### src/rtl/onehot_request_latch_if.sv
// rtl/onehot_request_latch_if.sv - request bus between the key front end and the 8-to-3 encoder
//
// Signals:
//   key_in     raw active-high key lines into the front end
//   onehot_out held one-hot request (bit i feeds encoder input i), zero when idle
//   valid      high while onehot_out carries a request
//   ack        consumer acknowledge, only meaningful while valid=1
//   miss       one-cycle pulse: a key press was debounced while a request was outstanding
// Modports:
//   master     the request latch (consumes key_in/ack, drives the request)
//   slave      keys plus consumer side (drives key_in/ack, observes the request)
interface onehot_request_latch_if;
  logic [7:0] key_in;
  logic [7:0] onehot_out;
  logic       valid;
  logic       ack;
  logic       miss;

  modport master (
    input  key_in,
    input  ack,
    output onehot_out,
    output valid,
    output miss
  );

  modport slave (
    output key_in,
    output ack,
    input  onehot_out,
    input  valid,
    input  miss
  );
endinterface

### src/rtl/onehot_request_latch.sv
// rtl/onehot_request_latch.sv - debounced eight-key front end holding a lowest-index one-hot request
//
// Ports:
//   clk    rising-edge clock
//   rst_n  asynchronous active-low reset
//   bus    onehot_request_latch_if.master (key_in, ack in; onehot_out, valid, miss out)
// Parameters:
//   DEBOUNCE_CYCLES  edges a line must hold a new level before its debounced state follows (1..255)
//   CNT_W            per-line counter width, derived from DEBOUNCE_CYCLES
// Build option:
//   ONEHOT_REQ_SYNC_EN  when defined, each key line passes a 2-flop synchronizer before debounce
module onehot_request_latch #(
  parameter int DEBOUNCE_CYCLES = 4,
  parameter int CNT_W           = $clog2(DEBOUNCE_CYCLES + 1)
) (
  input  logic                   clk,
  input  logic                   rst_n,
  onehot_request_latch_if.master bus
);

  typedef enum logic [1:0] {
    IDLE     = 2'd0,
    HOLD     = 2'd1,
    WAIT_REL = 2'd2
  } state_t;

  localparam logic [CNT_W-1:0] CNT_LAST = CNT_W'(DEBOUNCE_CYCLES - 1);
  localparam logic [CNT_W-1:0] CNT_ONE  = CNT_W'(1);

  // Sampled key lines feeding the debouncers.
  logic [7:0] s;

`ifdef ONEHOT_REQ_SYNC_EN
  logic [7:0] sync1_q, sync1_d;
  logic [7:0] sync2_q, sync2_d;

  always_comb begin
    sync1_d = bus.key_in;
    sync2_d = sync1_q;
  end

  always_ff @(posedge clk or negedge rst_n) begin
    if (!rst_n) begin
      sync1_q <= 8'h00;
      sync2_q <= 8'h00;
    end else begin
      sync1_q <= sync1_d;
      sync2_q <= sync2_d;
    end
  end

  assign s = sync2_q;
`else
  assign s = bus.key_in;
`endif

  // Debounce: a line's counter runs only while its sample disagrees with
  // the debounced level; any agreeing sample restarts the count.
  logic [CNT_W-1:0] cnt_q [8];
  logic [CNT_W-1:0] cnt_d [8];
  logic [7:0]       db_q, db_d;
  logic [7:0]       db_prev_q, db_prev_d;

  always_comb begin
    db_d      = db_q;
    db_prev_d = db_q;
    for (int i = 0; i < 8; i++) begin
      cnt_d[i] = '0;
      if (s[i] != db_q[i]) begin
        if (cnt_q[i] == CNT_LAST) begin
          db_d[i] = s[i];
        end else begin
          cnt_d[i] = cnt_q[i] + CNT_ONE;
        end
      end
    end
  end

  always_ff @(posedge clk or negedge rst_n) begin
    if (!rst_n) begin
      for (int i = 0; i < 8; i++) begin
        cnt_q[i] <= '0;
      end
      db_q      <= 8'h00;
      db_prev_q <= 8'h00;
    end else begin
      for (int i = 0; i < 8; i++) begin
        cnt_q[i] <= cnt_d[i];
      end
      db_q      <= db_d;
      db_prev_q <= db_prev_d;
    end
  end

  // Request state machine.
  state_t     state_q, state_d;
  logic [7:0] onehot_q, onehot_d;
  logic       valid_q, valid_d;
  logic       miss_q, miss_d;
  logic [7:0] rise;
  logic [7:0] lowest;

  assign rise = db_q & ~db_prev_q;
  // Two's-complement trick isolates the lowest set bit of db.
  assign lowest = db_q & (~db_q + 8'd1);

  always_comb begin
    state_d  = state_q;
    onehot_d = onehot_q;
    valid_d  = valid_q;
    miss_d   = (rise != 8'h00) && (state_q != IDLE);
    case (state_q)
      IDLE: begin
        if (db_q != 8'h00) begin
          onehot_d = lowest;
          valid_d  = 1'b1;
          state_d  = HOLD;
        end
      end
      HOLD: begin
        if (bus.ack) begin
          onehot_d = 8'h00;
          valid_d  = 1'b0;
          state_d  = WAIT_REL;
        end
      end
      WAIT_REL: begin
        // Every key, including losers of a simultaneous press, must be
        // released before another request can be formed.
        if (db_q == 8'h00) begin
          state_d = IDLE;
        end
      end
      default: begin
        state_d  = IDLE;
        onehot_d = 8'h00;
        valid_d  = 1'b0;
      end
    endcase
  end

  always_ff @(posedge clk or negedge rst_n) begin
    if (!rst_n) begin
      state_q  <= IDLE;
      onehot_q <= 8'h00;
      valid_q  <= 1'b0;
      miss_q   <= 1'b0;
    end else begin
      state_q  <= state_d;
      onehot_q <= onehot_d;
      valid_q  <= valid_d;
      miss_q   <= miss_d;
    end
  end

  assign bus.onehot_out = onehot_q;
  assign bus.valid      = valid_q;
  assign bus.miss       = miss_q;

endmodule
### src/flat_wrapper.sv
// flat-port wrapper written by rule: the top's interface ports become plain ports
module onehot_request_latch_flat 
#(
  parameter int DEBOUNCE_CYCLES = 4,
  parameter int CNT_W           = $clog2(DEBOUNCE_CYCLES + 1)
)
  (clk, rst_n, bus_key_in, bus_ack, bus_onehot_out, bus_valid, bus_miss);
  onehot_request_latch_if bus_i ();
  input  logic clk;
  input  logic rst_n;
  input wire logic [$bits(bus_i.key_in)-1:0] bus_key_in;
  input wire logic [$bits(bus_i.ack)-1:0] bus_ack;
  output wire logic [$bits(bus_i.onehot_out)-1:0] bus_onehot_out;
  output wire logic [$bits(bus_i.valid)-1:0] bus_valid;
  output wire logic [$bits(bus_i.miss)-1:0] bus_miss;
  assign bus_i.key_in = bus_key_in;
  assign bus_i.ack = bus_ack;
  assign bus_onehot_out = bus_i.onehot_out;
  assign bus_valid = bus_i.valid;
  assign bus_miss = bus_i.miss;
  onehot_request_latch #(.DEBOUNCE_CYCLES(DEBOUNCE_CYCLES), .CNT_W(CNT_W)) u_core (.clk(clk), .rst_n(rst_n), .bus(bus_i));
endmodule
### config.mk
export PLATFORM = sky130hd
export DESIGN_NAME = onehot_request_latch_flat
export DESIGN_NICKNAME = d
export VERILOG_FILES = /design/src/rtl/onehot_request_latch_if.sv /design/src/rtl/onehot_request_latch.sv /design/src/flat_wrapper.sv
export SDC_FILE = /design/constraint.sdc
export NUM_CORES = 1
export LEC_CHECK = 0
export BUFFER_PORTS_ARGS = -buffer_cell sky130_fd_sc_hd__buf_2
export CAP_MARGIN = 10
export CORE_ASPECT_RATIO = 0.6
export CORE_MARGIN = 8
export CORE_UTILIZATION = 52
export CTS_CLUSTER_SIZE = 40
export DETAILED_ROUTE_END_ITERATION = 10
export PLACE_DENSITY = 0.74
export SLEW_MARGIN = 20
export SYNTH_ARGS = -nofsm -noshare
export SYNTH_HDL_FRONTEND = slang
export SYNTH_SLANG_ARGS = --single-unit
### constraint.sdc
create_clock -name clk -period 1.15 [get_ports clk]
set_input_delay 0.115 -clock clk [delete_from_list [all_inputs] [get_ports clk]]
set_output_delay 0.115 -clock clk [all_outputs]
set_load 0.01 [all_outputs]
==> results.py, run 1 <==
metrics = {
    "power_and_ir_drop": {
        "p_leak_uw": 0.00141,
        "pwr-share-comb": 0.450,
        "p_int_uw": 4930,
        "p_sw_frac": 0.352,
        "switching_power_uw": 2670,
        "power_uw": 7600,
        "clkPwrFrac": 0.138,
        "p_per_area_nw_per_um2": 2500,
        "peakVddDrop_mv": 1.04,
        "p_seq_frac": 0.412,
    },
    "placed_design": {
        "dpl_cell_area_um2": 2550,
        "gp_congestion": 0.796,
        "place_hpwl_mm": 3.32,
        "pre_cts_slack_ns": -0.170,
        "port_buffers": 20,
    },
    "synthesis": {
        "syn-cell-area_um2": 2200,
        "ys_types": 37,
        "ys_ff_latch": 52,
        "yosys_warnings": 0,
        "synth_nets": 191,
        "seq_area_frac_synth": 0.592,
        "synthCells": 172,
        "avgSynthCellArea_um2": 12.8,
    },
    "cells_and_area": {
        "area_growth_pct": 38.1,
        "fillCellCount": 243,
        "final_cell_mix": "45 x dfrtp_1, 39 x buf_4, 20 x buf_2, 11 x nor2b_1",
        "drive_above_1_share": 0.502,
        "finish.utilization": 0.744,
        "antenna-diode-count": 0,
        "multi_input_area_um2": 1090,
        "fin_nets": 257,
        "regArea_um2": 1310,
        "final_common_cell": "dfrtp_1",
        "final_area_um2": 3030,
    },
    "route": {
        "routedLengthMet1_mm": 2.08,
        "wl_per_cell_um": 16.7,
        "ant_nets": 0,
        "drtIter0Drc": 74,
        "vias": 1599,
        "drc_errors": 0,
        "met2_length_mm": 2.44,
        "vias_per_cell": 5.35,
        "dr_wl_met3_um": 328,
        "first_pass_iters": 4,
        "routed_wl_mm": 4.99,
        "top_layer_used": "met4",
    },
    "sta": {
        "skew_ns": 0.00502,
        "setup_viol": 13,
        "period_needed_ns": 1.28,
        "final-hold-violation-count": 0,
        "fin_ws_ns": -0.131,
        "slew_headroom": 0.791,
        "min_period_over_period": 1.11,
        "slew_viol_final": 0,
        "worst_slew_pin_slew_ns": 0.311,
        "setup_tns_ns": -1.05,
        "max_freq_ghz": 0.781,
        "rsz0062_at_grt": "yes",
    },
    "worst_setup_path": {
        "crit_path_start_kind": "register",
        "r2r_end": "u_core.bus.onehot_out[4]$_DFFE_PN0P_",
        "reg2reg_from": "u_core.state_q[0]$_DFFE_PN0P_",
        "rrSetupSlack_ns": -0.13,
        "r2r_cells": 4,
        "cp_max_fo": 5,
        "required_ns": 1.33,
        "startpoint": "u_core.state_q[0]$_DFFE_PN0P_",
        "cp.arrival_ns": 1.46,
        "endpoint_kind": "register",
        "crit_type": "reg -> reg",
    },
    "floorplan": {
        "io_pins": 21,
        "die-area_um2": 6630,
        "rows": 18,
        "die_h_um": 66.4,
        "die_x_um": 99.9,
        "core-area_um2": 4080,
        "start_util": 0.539,
    },
    "clock_network": {
        "path_clk_slew_ns": 0.09,
        "clock-sinks": 52,
        "numCtsBuffers": 5,
        "cts_buffer_depth": 2,
        "h-tree-depth": 2,
        "insertion_delay_ns": 0.30,
        "clockRootBuffer": "clkbuf_8",
        "cts_tree": "built",
    },
    "run_status": {
        "violations": "setup timing",
        "status": "finished with violations",
    },
    "worst_hold_path": {
        "whs_path_depth": 2,
        "hold_class": "in -> reg",
        "hold_start": "bus_key_in[1]",
        "min_to": "u_core.db_prev_d[1]$_DFFE_PN0P_",
    },
    "global_routing": {
        "overflow": 0,
        "antenna_found_initial": 0,
        "grt.total_usage": 0.156,
        "grt_pass1_wl_mm": 7.94,
        "grt_pass1_vias": 1675,
        "grt_max_degree": 53,
    },
    "flow_run": {
        "cap_viol_max_count": 0,
    },
}
power groups by stage:
stage | Sequential, uW | Combinational [uW] | Clock (uW)
after floorplan | 3060 | 1390 | 0
after global placement | 3030 | 2360 | 0
after detailed placement | 3090 | 2510 | 0
after CTS | 3080 | 2940 | 1080
after global routing | 3200 | 3730 | 1140
final | 3130 | 3420 | 1050
per-layer routing:
layer,up-vias,track usage
met3,17,0.0515
met5,-,0
met1,785,0.177
li1,741,-
met4,0,0.0787
met2,56,0.261
how the worst max path moves through the flow:
stage | to | slack [ns] | depth (start not counted)
detailed placement | u_core.bus.onehot_out[7]$_DFFE_PN0P_ | -0.17 | 3
finish | u_core.bus.onehot_out[4]$_DFFE_PN0P_ | -0.13 | 4
CTS | u_core.bus.onehot_out[0]$_DFFE_PN0P_ | -0.10 | 3
floorplan | u_core.state_q[0]$_DFFE_PN0P_ | -0.04 | 3
global placement | u_core.bus.onehot_out[3]$_DFFE_PN0P_ | -0.09 | 4
global route | u_core.bus.onehot_out[2]$_DFFE_PN0P_ | -0.20 | 4
synthesized netlist by cell type, drive strengths merged:
cell | instances | area, um2
mux2i | 1 | 10.0
ha | 8 | 100
nand3b | 2 | 15.0
o21ai | 10 | 50.0
a22oi | 2 | 15.0
nor2b | 19 | 119
a31oi | 1 | 6.26
mux2 | 8 | 90.1
o32ai | 1 | 8.76
nor2 | 2 | 7.51
and2 | 2 | 15.0
nand3 | 4 | 20.0
a31o | 1 | 8.76
a2111oi | 1 | 8.76
nand2 | 4 | 15.0
xnor2 | 8 | 70.1
clkbuf | 1 | 3.75
nand4 | 2 | 12.5
nor3b | 12 | 95.1
and3b | 2 | 17.5
o32a | 1 | 10.0
inv | 7 | 26.3
a211oi | 1 | 7.51
nor3 | 7 | 35.0
dfrtp | 52 | 1300
nand4b | 1 | 8.76
nand2b | 2 | 12.5
o31ai | 1 | 7.51
o211ai | 1 | 7.51
buf | 2 | 12.5
nor4 | 4 | 70.1
a21oi | 2 | 10.0
flip-flops by register name, indices dropped and copies added, names as in the netlist:
name                   cells
u_core.bus.valid           1
u_core.db_prev_d           8
u_core.bus.miss            1
u_core.db_prev_q           8
u_core.state_q             2
u_core.cnt_q              24
u_core.bus.onehot_out      8
critical path: stages (launching register included):
cell and delay [ns]:
dfrtp_1 0.46, nor3b_4 0.20, buf_4 0.14, o21ai_0 0.24
nand3_1 0.12
cell families after synthesis:
| logic type | share of synthesized area |
|---|---|
| DFF | 0.592 |
| AOI/OAI and AO/OA | 0.0638 |
| xor gates and xnor gates | 0.0319 |
| and+or+nand+nor | 0.202 |
| adders and majority gates | 0.0456 |
| buffers and inverters | 0.0194 |
| muxes | 0.0456 |
stage by stage:
step / hold WS [ns] / cells
floorplan: -0.181 / 172
CTS: 0.0610 / 288
finish: 0.0689 / 299
global route: 0.0558 / 299
detailed placement: 0.126 / 272
global placement: 0.118 / 272
area by class of cell:
type	instances	share of cell area
flip-flops and latches	52	0.432
inverters	7	0.00866
well taps	60	0.0247
repair buffers	62	0.143
clock buffers	7	0.0285
clock inverters	1	0.00247
multi-input cells	110	0.361
what timing repair did:
item,4_1_cts,5_1_grt
buffers inserted,7,12
resized for setup,33,24
pin swaps,16,18
hold buffers,1,0
hold endpoints to repair,52,0
setup endpoints to repair,22,32
Note: power is estimated with default switching activity, not from simulation.
==> inputs of run 2 (changes only) <==
--- a/config.mk
+++ b/config.mk
@@ -13,6 +13,7 @@
 export CTS_CLUSTER_SIZE = 40
 export DETAILED_ROUTE_END_ITERATION = 10
 export PLACE_DENSITY = 0.74
+export SETUP_SLACK_MARGIN = 0.15
 export SLEW_MARGIN = 20
 export SYNTH_ARGS = -nofsm -noshare
 export SYNTH_HDL_FRONTEND = slang
==> run 2 against run 1 <==
Against the previous run: the run still ends with setup timing left; sequential share of layout area down 5.5 points; hold slack gained 0.049 ns; clock skew rose by 0.0028 ns; clock power grew 19%; count of clock-buffer cells in the layout decreased by 2; first-iteration DRC count grew 69%; wire length up 36%; core utilization increased by 11 points; largest cell class unchanged.
==> results.py, run 2 (synthesized netlist as in run 1, its figures left out) <==
metrics = {
    "cells_and_area": {
        "layout.cells.non_filler": 320,
        "fin_nets": 278,
        "largest_register": "u_core.cnt_q",
        "fillCellCount": 180,
        "area_growth_pct": 58.8,
        "antenna-diode-count": 0,
        "final_common_cell": "dfrtp_1",
        "final_cell_mix": "42 x dfrtp_1, 41 x buf_4, 20 x buf_2, 19 x buf_6",
        "largest_register_ffs": 24,
        "drive_above_1_share": 0.631,
    },
    "floorplan": {
        "die-area_um2": 6630,
        "start_util": 0.539,
        "die_h_um": 66.4,
        "core-area_um2": 4080,
        "rows": 18,
        "die_x_um": 99.9,
        "io_pins": 21,
    },
    "global_routing": {
        "grtUsageMet1": 0.197,
        "use_met3": 0.0441,
        "overflow": 0,
        "grt_pass1_vias": 1808,
        "grt_pass1_wl_mm": 8.91,
        "grt.total_usage": 0.176,
        "busiest_layer": "met2",
        "antenna_found_initial": 0,
        "gr-usage-met2": 0.305,
        "grt_max_degree": 53,
    },
    "flow_run": {
        "cap_viol_max_count": 0,
    },
    "worst_hold_path": {
        "hold_class": "in -> reg",
    },
    "sta": {
        "rsz0062_at_grt": "yes",
        "period_needed_ns": 1.36,
        "fin_ws_ns": -0.209,
        "hold_ws_ns": 0.118,
        "skew_ns": 0.00786,
        "worst_slew_pin_slew_ns": 0.382,
        "min_period_over_period": 1.18,
        "slew_viol_final": 0,
        "final-hold-violation-count": 0,
        "max_freq_ghz": 0.736,
        "setup_tns_ns": -2.11,
        "slew_headroom": 0.745,
        "setup_viol": 24,
    },
    "worst_setup_path": {
        "rrSetupSlack_ns": -0.21,
        "cp.arrival_ns": 1.61,
        "cp_max_fo": 5,
        "crit_path_start_kind": "register",
        "slowest_stage": "dfrtp_2",
        "crit_type": "reg -> reg",
        "cp_top_family": "simple AND/OR/NAND/NOR gates",
        "endpoint_kind": "register",
        "required_ns": 1.40,
        "cp_slowest_stage_delay_ns": 0.48,
        "crit_buf_inv": 0,
        "crit_chain": "nor4_4, and3b_1, o32a_1",
    },
    "power_and_ir_drop": {
        "p_per_area_nw_per_um2": 2690,
        "power_uw": 9380,
        "p_leak_uw": 0.00161,
        "clkPwrFrac": 0.134,
        "p_int_uw": 6000,
        "switching_power_uw": 3380,
        "p_seq_frac": 0.347,
        "pwr-share-comb": 0.520,
        "peakVddDrop_mv": 1.83,
        "p_sw_frac": 0.361,
    },
    "route": {
        "drtIter0Drc": 125,
        "first_pass_iters": 5,
        "routed_wl_mm": 6.77,
        "drc_errors": 0,
        "ant_nets": 0,
        "wl_per_cell_um": 21.2,
        "vias_per_cell": 5.64,
        "vias": 1805,
    },
    "placed_design": {
        "gp_congestion": 0.806,
        "port_buffers": 20,
        "pre_cts_slack_ns": -0.170,
        "place_hpwl_mm": 3.36,
        "dp.cells": 271,
    },
    "clock_network": {
        "clockRootBuffer": "clkbuf_8",
        "cts_tree": "built",
        "numCtsBuffers": 5,
        "h-tree-depth": 2,
        "insertion_delay_ns": 0.31,
        "clock-sinks": 52,
        "cts_buffer_depth": 2,
        "path_clk_slew_ns": 0.09,
    },
    "run_status": {
        "violations": "setup timing",
        "status": "finished with violations",
    },
}
run 2: changes by cell type in the layout (fill, tap and decap cells not counted), moves of 4 or more:
| cell | delta |
|---|---|
| nor3b_1 | -6 |
| nor3b_2 | +6 |
| xnor2_2 | -4 |
| nor3_1 | -7 |
| nor3_2 | +6 |
| xnor2_4 | +7 |
| buf_6 | +18 |
run 2: area by class of cell:
type | count | area, um2 | share of cell area
clock inverter | 3 | 42.5 | 0.0122
clock buffer | 5 | 68.8 | 0.0197
tap | 60 | 75.1 | 0.0215
sequential | 52 | 1310 | 0.377
timing repair buffer | 83 | 672 | 0.193
inverter | 7 | 26.3 | 0.00753
multi-input combinational | 110 | 1290 | 0.370
run 2: metrics by stage:
stage          utilization  instance area, um2
2_1_floorplan            -                2310
6_report             0.856                3490
3_5_place_dp         0.647                2640
3_3_place_gp         0.647                2640
4_1_cts              0.787                3210
5_1_grt              0.856                3490
run 2: layer usage:
layer,wire [um],share of wire,up-vias
met5,0,0,-
met4,420,0.062,0
met3,458,0.068,40
met2,3360,0.50,95
met1,2530,0.37,889
li1,-,-,781
run 2: power groups by stage:
stage	clock [uW]	sequential, uW	combinational, uW
5_1_grt	1370	3300	5220
2_1_floorplan	0	3070	1540
3_3_place_gp	0	3060	2480
3_5_place_dp	0	3140	2660
4_1_cts	1250	3140	3840
6_report	1250	3250	4870
run 2: final timing paths:
check	cells after the start	endpoint	startpoint
setup / recovery	3	u_core.bus.onehot_out[7]$_DFFE_PN0P_	u_core.state_q[1]$_DFFE_PN0P_
hold / removal	2	u_core.db_prev_d[1]$_DFFE_PN0P_	bus_key_in[1]
setup reg to reg	3	u_core.bus.onehot_out[7]$_DFFE_PN0P_	u_core.state_q[1]$_DFFE_PN0P_
hold reg to reg	1	u_core.cnt_q[15]$_DFF_PN0_	u_core.cnt_q[15]$_DFF_PN0_
max in group asynchronous	3	u_core.db_prev_d[0]$_DFFE_PN0P_	rst_n
min in group asynchronous	3	u_core.cnt_q[8]$_DFF_PN0_	rst_n
run 2: timing repair:
item,in CTS,in global routing
hold buffers,1,0
resized for setup,55,25
pin swaps,17,28
gates cloned,0,0
endpoints found under the setup margin,45,51
hold endpoints to repair,52,0
buffers inserted,18,22
==> inputs of run 3 (changes only) <==
--- a/config.mk
+++ b/config.mk
@@ -12,6 +12,7 @@
 export CORE_UTILIZATION = 52
 export CTS_CLUSTER_SIZE = 40
 export DETAILED_ROUTE_END_ITERATION = 10
+export GPL_TIMING_DRIVEN = 0
 export PLACE_DENSITY = 0.74
 export SETUP_SLACK_MARGIN = 0.15
 export SLEW_MARGIN = 20
==> run 3 against run 2 <==
Against the previous run: flip-flop and latch count stayed put; worst setup slack better by 0.030 ns; clock skew is 0.0025 ns higher; largest cell class unchanged; via count is 8.1% lower; wire length is 20% lower; cell count is 3.1% lower; the flow finishes with violations (hold timing, setup timing); highest routed layer unchanged.
==> results.py, run 3 (synthesized netlist as in run 1, its figures left out) <==
metrics = {
    "global_routing": {
        "grt_max_degree": 53,
        "grt_pass1_wl_mm": 8.11,
        "grt_pass1_vias": 1689,
        "overflow": 0,
        "grt.total_usage": 0.158,
        "antenna_found_initial": 0,
    },
    "placed_design": {
        "place_hpwl_mm": 2.95,
        "port_buffers": 20,
        "gp_congestion": 0.757,
    },
    "sta": {
        "setup_viol": 16,
        "slew_viol_final": 0,
        "worst_slew_pin_slew_ns": 0.647,
        "max_freq_ghz": 0.753,
        "final-hold-violation-count": 52,
        "skew_ns": 0.0104,
        "hold_ws_ns": -0.171,
        "setup_tns_ns": -1.42,
        "min_period_over_period": 1.16,
        "period_needed_ns": 1.33,
        "rsz0062_at_grt": "yes",
        "slew_headroom": 0.569,
        "fin_ws_ns": -0.179,
    },
    "clock_network": {
        "cts_buffer_depth": 2,
        "clockRootBuffer": "clkbuf_8",
        "clock-sinks": 52,
        "h-tree-depth": 2,
        "numCtsBuffers": 5,
        "path_clk_slew_ns": 0.10,
        "insertion_delay_ns": 0.30,
        "cts_tree": "built",
        "hold_buffers": 0,
    },
    "worst_setup_path": {
        "cp_slowest_stage_delay_ns": 0.39,
        "cp_max_fo": 7,
        "crit_chain": "buf_6, nor4_4, and3b_1, o32a_1",
        "slowest_stage": "nor4_4",
        "crit_path_start_kind": "register",
        "crit_type": "reg -> reg",
        "endpoint_kind": "register",
        "cp.arrival_ns": 1.57,
        "required_ns": 1.39,
    },
    "floorplan": {
        "core-area_um2": 4080,
        "rows": 18,
        "die_x_um": 99.9,
        "die-area_um2": 6630,
        "io_pins": 21,
        "die_h_um": 66.4,
        "start_util": 0.539,
    },
    "cells_and_area": {
        "drive_above_1_share": 0.592,
        "largest_register": "u_core.cnt_q",
        "antenna-diode-count": 0,
        "largest_register_ffs": 24,
        "final_cell_mix": "44 x dfrtp_1, 43 x buf_4, 20 x buf_2, 11 x nor2b_1",
        "fin_nets": 268,
        "area_growth_pct": 49.2,
        "final_common_cell": "dfrtp_1",
    },
    "route": {
        "vias": 1658,
        "first_pass_iters": 7,
        "ant_nets": 0,
        "wl_per_cell_um": 17.4,
        "drtIter0Drc": 74,
        "routed_wl_mm": 5.40,
        "drc_errors": 0,
        "vias_per_cell": 5.35,
    },
    "run_status": {
        "violations": "hold timing, setup timing",
        "status": "finished with violations",
    },
    "worst_hold_path": {
        "hold_class": "in -> async",
    },
    "flow_run": {
        "cap_viol_max_count": 0,
    },
    "power_and_ir_drop": {
        "p_leak_uw": 0.00152,
        "p_per_area_nw_per_um2": 2550,
        "power_uw": 8360,
        "peakVddDrop_mv": 1.41,
    },
}
==> run 3: routing by layer <==
| metal | up-vias | track usage | routed length [um] | part of all wire |
|---|---|---|---|---|
| met2 | 52 | 0.267 | 2660 | 0.49 |
| met3 | 15 | 0.0347 | 243 | 0.045 |
| met4 | 0 | 0.0693 | 136 | 0.025 |
| met1 | 824 | 0.191 | 2360 | 0.44 |
| met5 | - | 0 | 0 | 0 |
| li1 | 767 | - | - | - |
==> run 3: final cells by class <==
class | instances | area (um2)
flip-flops and latches | 52 | 1310
fillers | 207 | 798
clock inverters | 1 | 5.00
inverters | 7 | 26.3
multi-input cells | 110 | 1250
well taps | 60 | 75.1
clock buffers | 7 | 76.3
plain buffers | 3 | 27.5
repair buffers | 70 | 508
==> run 3: what timing repair did <==
| action | in CTS | in global routing |
|---|---|---|
| setup endpoints to repair | 36 | 46 |
| gates resized for setup | 43 | 20 |
| pin swaps | 24 | 22 |
| setup buffers | 31 | 19 |
| hold endpoints to repair | 0 | 52 |
| cloned | 0 | 0 |
==> run 3: through the flow <==
step	setup WS [ns]	cell area, um2	utilization	cells
final	-0.179	3280	0.804	310
after global routing	-0.218	3280	0.804	310
after CTS	-0.165	3030	0.744	291
after detailed placement	-0.299	2480	0.609	252
after global placement	-0.190	2480	0.609	252
after floorplan	-0.0396	2310	-	172
==> run 3: report_power, final <==
group / switching, uW / total [uW] / internal [uW]
sequential: 609 / 3120 / 2520
clock: 580 / 1010 / 429
combinational: 1780 / 4230 / 2440
total: 2970 / 8360 / 5390
==> run 3: path summary, 6_finish.rpt <==
path,from,to,slack (ns),cells past startpoint
max reg2reg,u_core.state_q[1]$_DFFE_PN0P_,u_core.bus.onehot_out[7]$_DFFE_PN0P_,-0.18,4
min in group clk,bus_key_in[6],u_core.db_prev_d[6]$_DFFE_PN0P_,0.10,2
min reg2reg,u_core.cnt_q[12]$_DFF_PN0_,u_core.cnt_q[12]$_DFF_PN0_,0.46,1
max in group asynchronous,rst_n,u_core.db_prev_d[5]$_DFFE_PN0P_,0.84,1
max,u_core.state_q[1]$_DFFE_PN0P_,u_core.bus.onehot_out[7]$_DFFE_PN0P_,-0.18,4
min,rst_n,u_core.cnt_q[17]$_DFF_PN0_,-0.17,1
==> run 3: critical path: cells and delay by family, from the launching register on <==
kind | cells | cell delay [ns]
buf+inv | 1 | 0.14
flops | 1 | 0.38
compound gates | 1 | 0.13
simple gates | 2 | 0.60
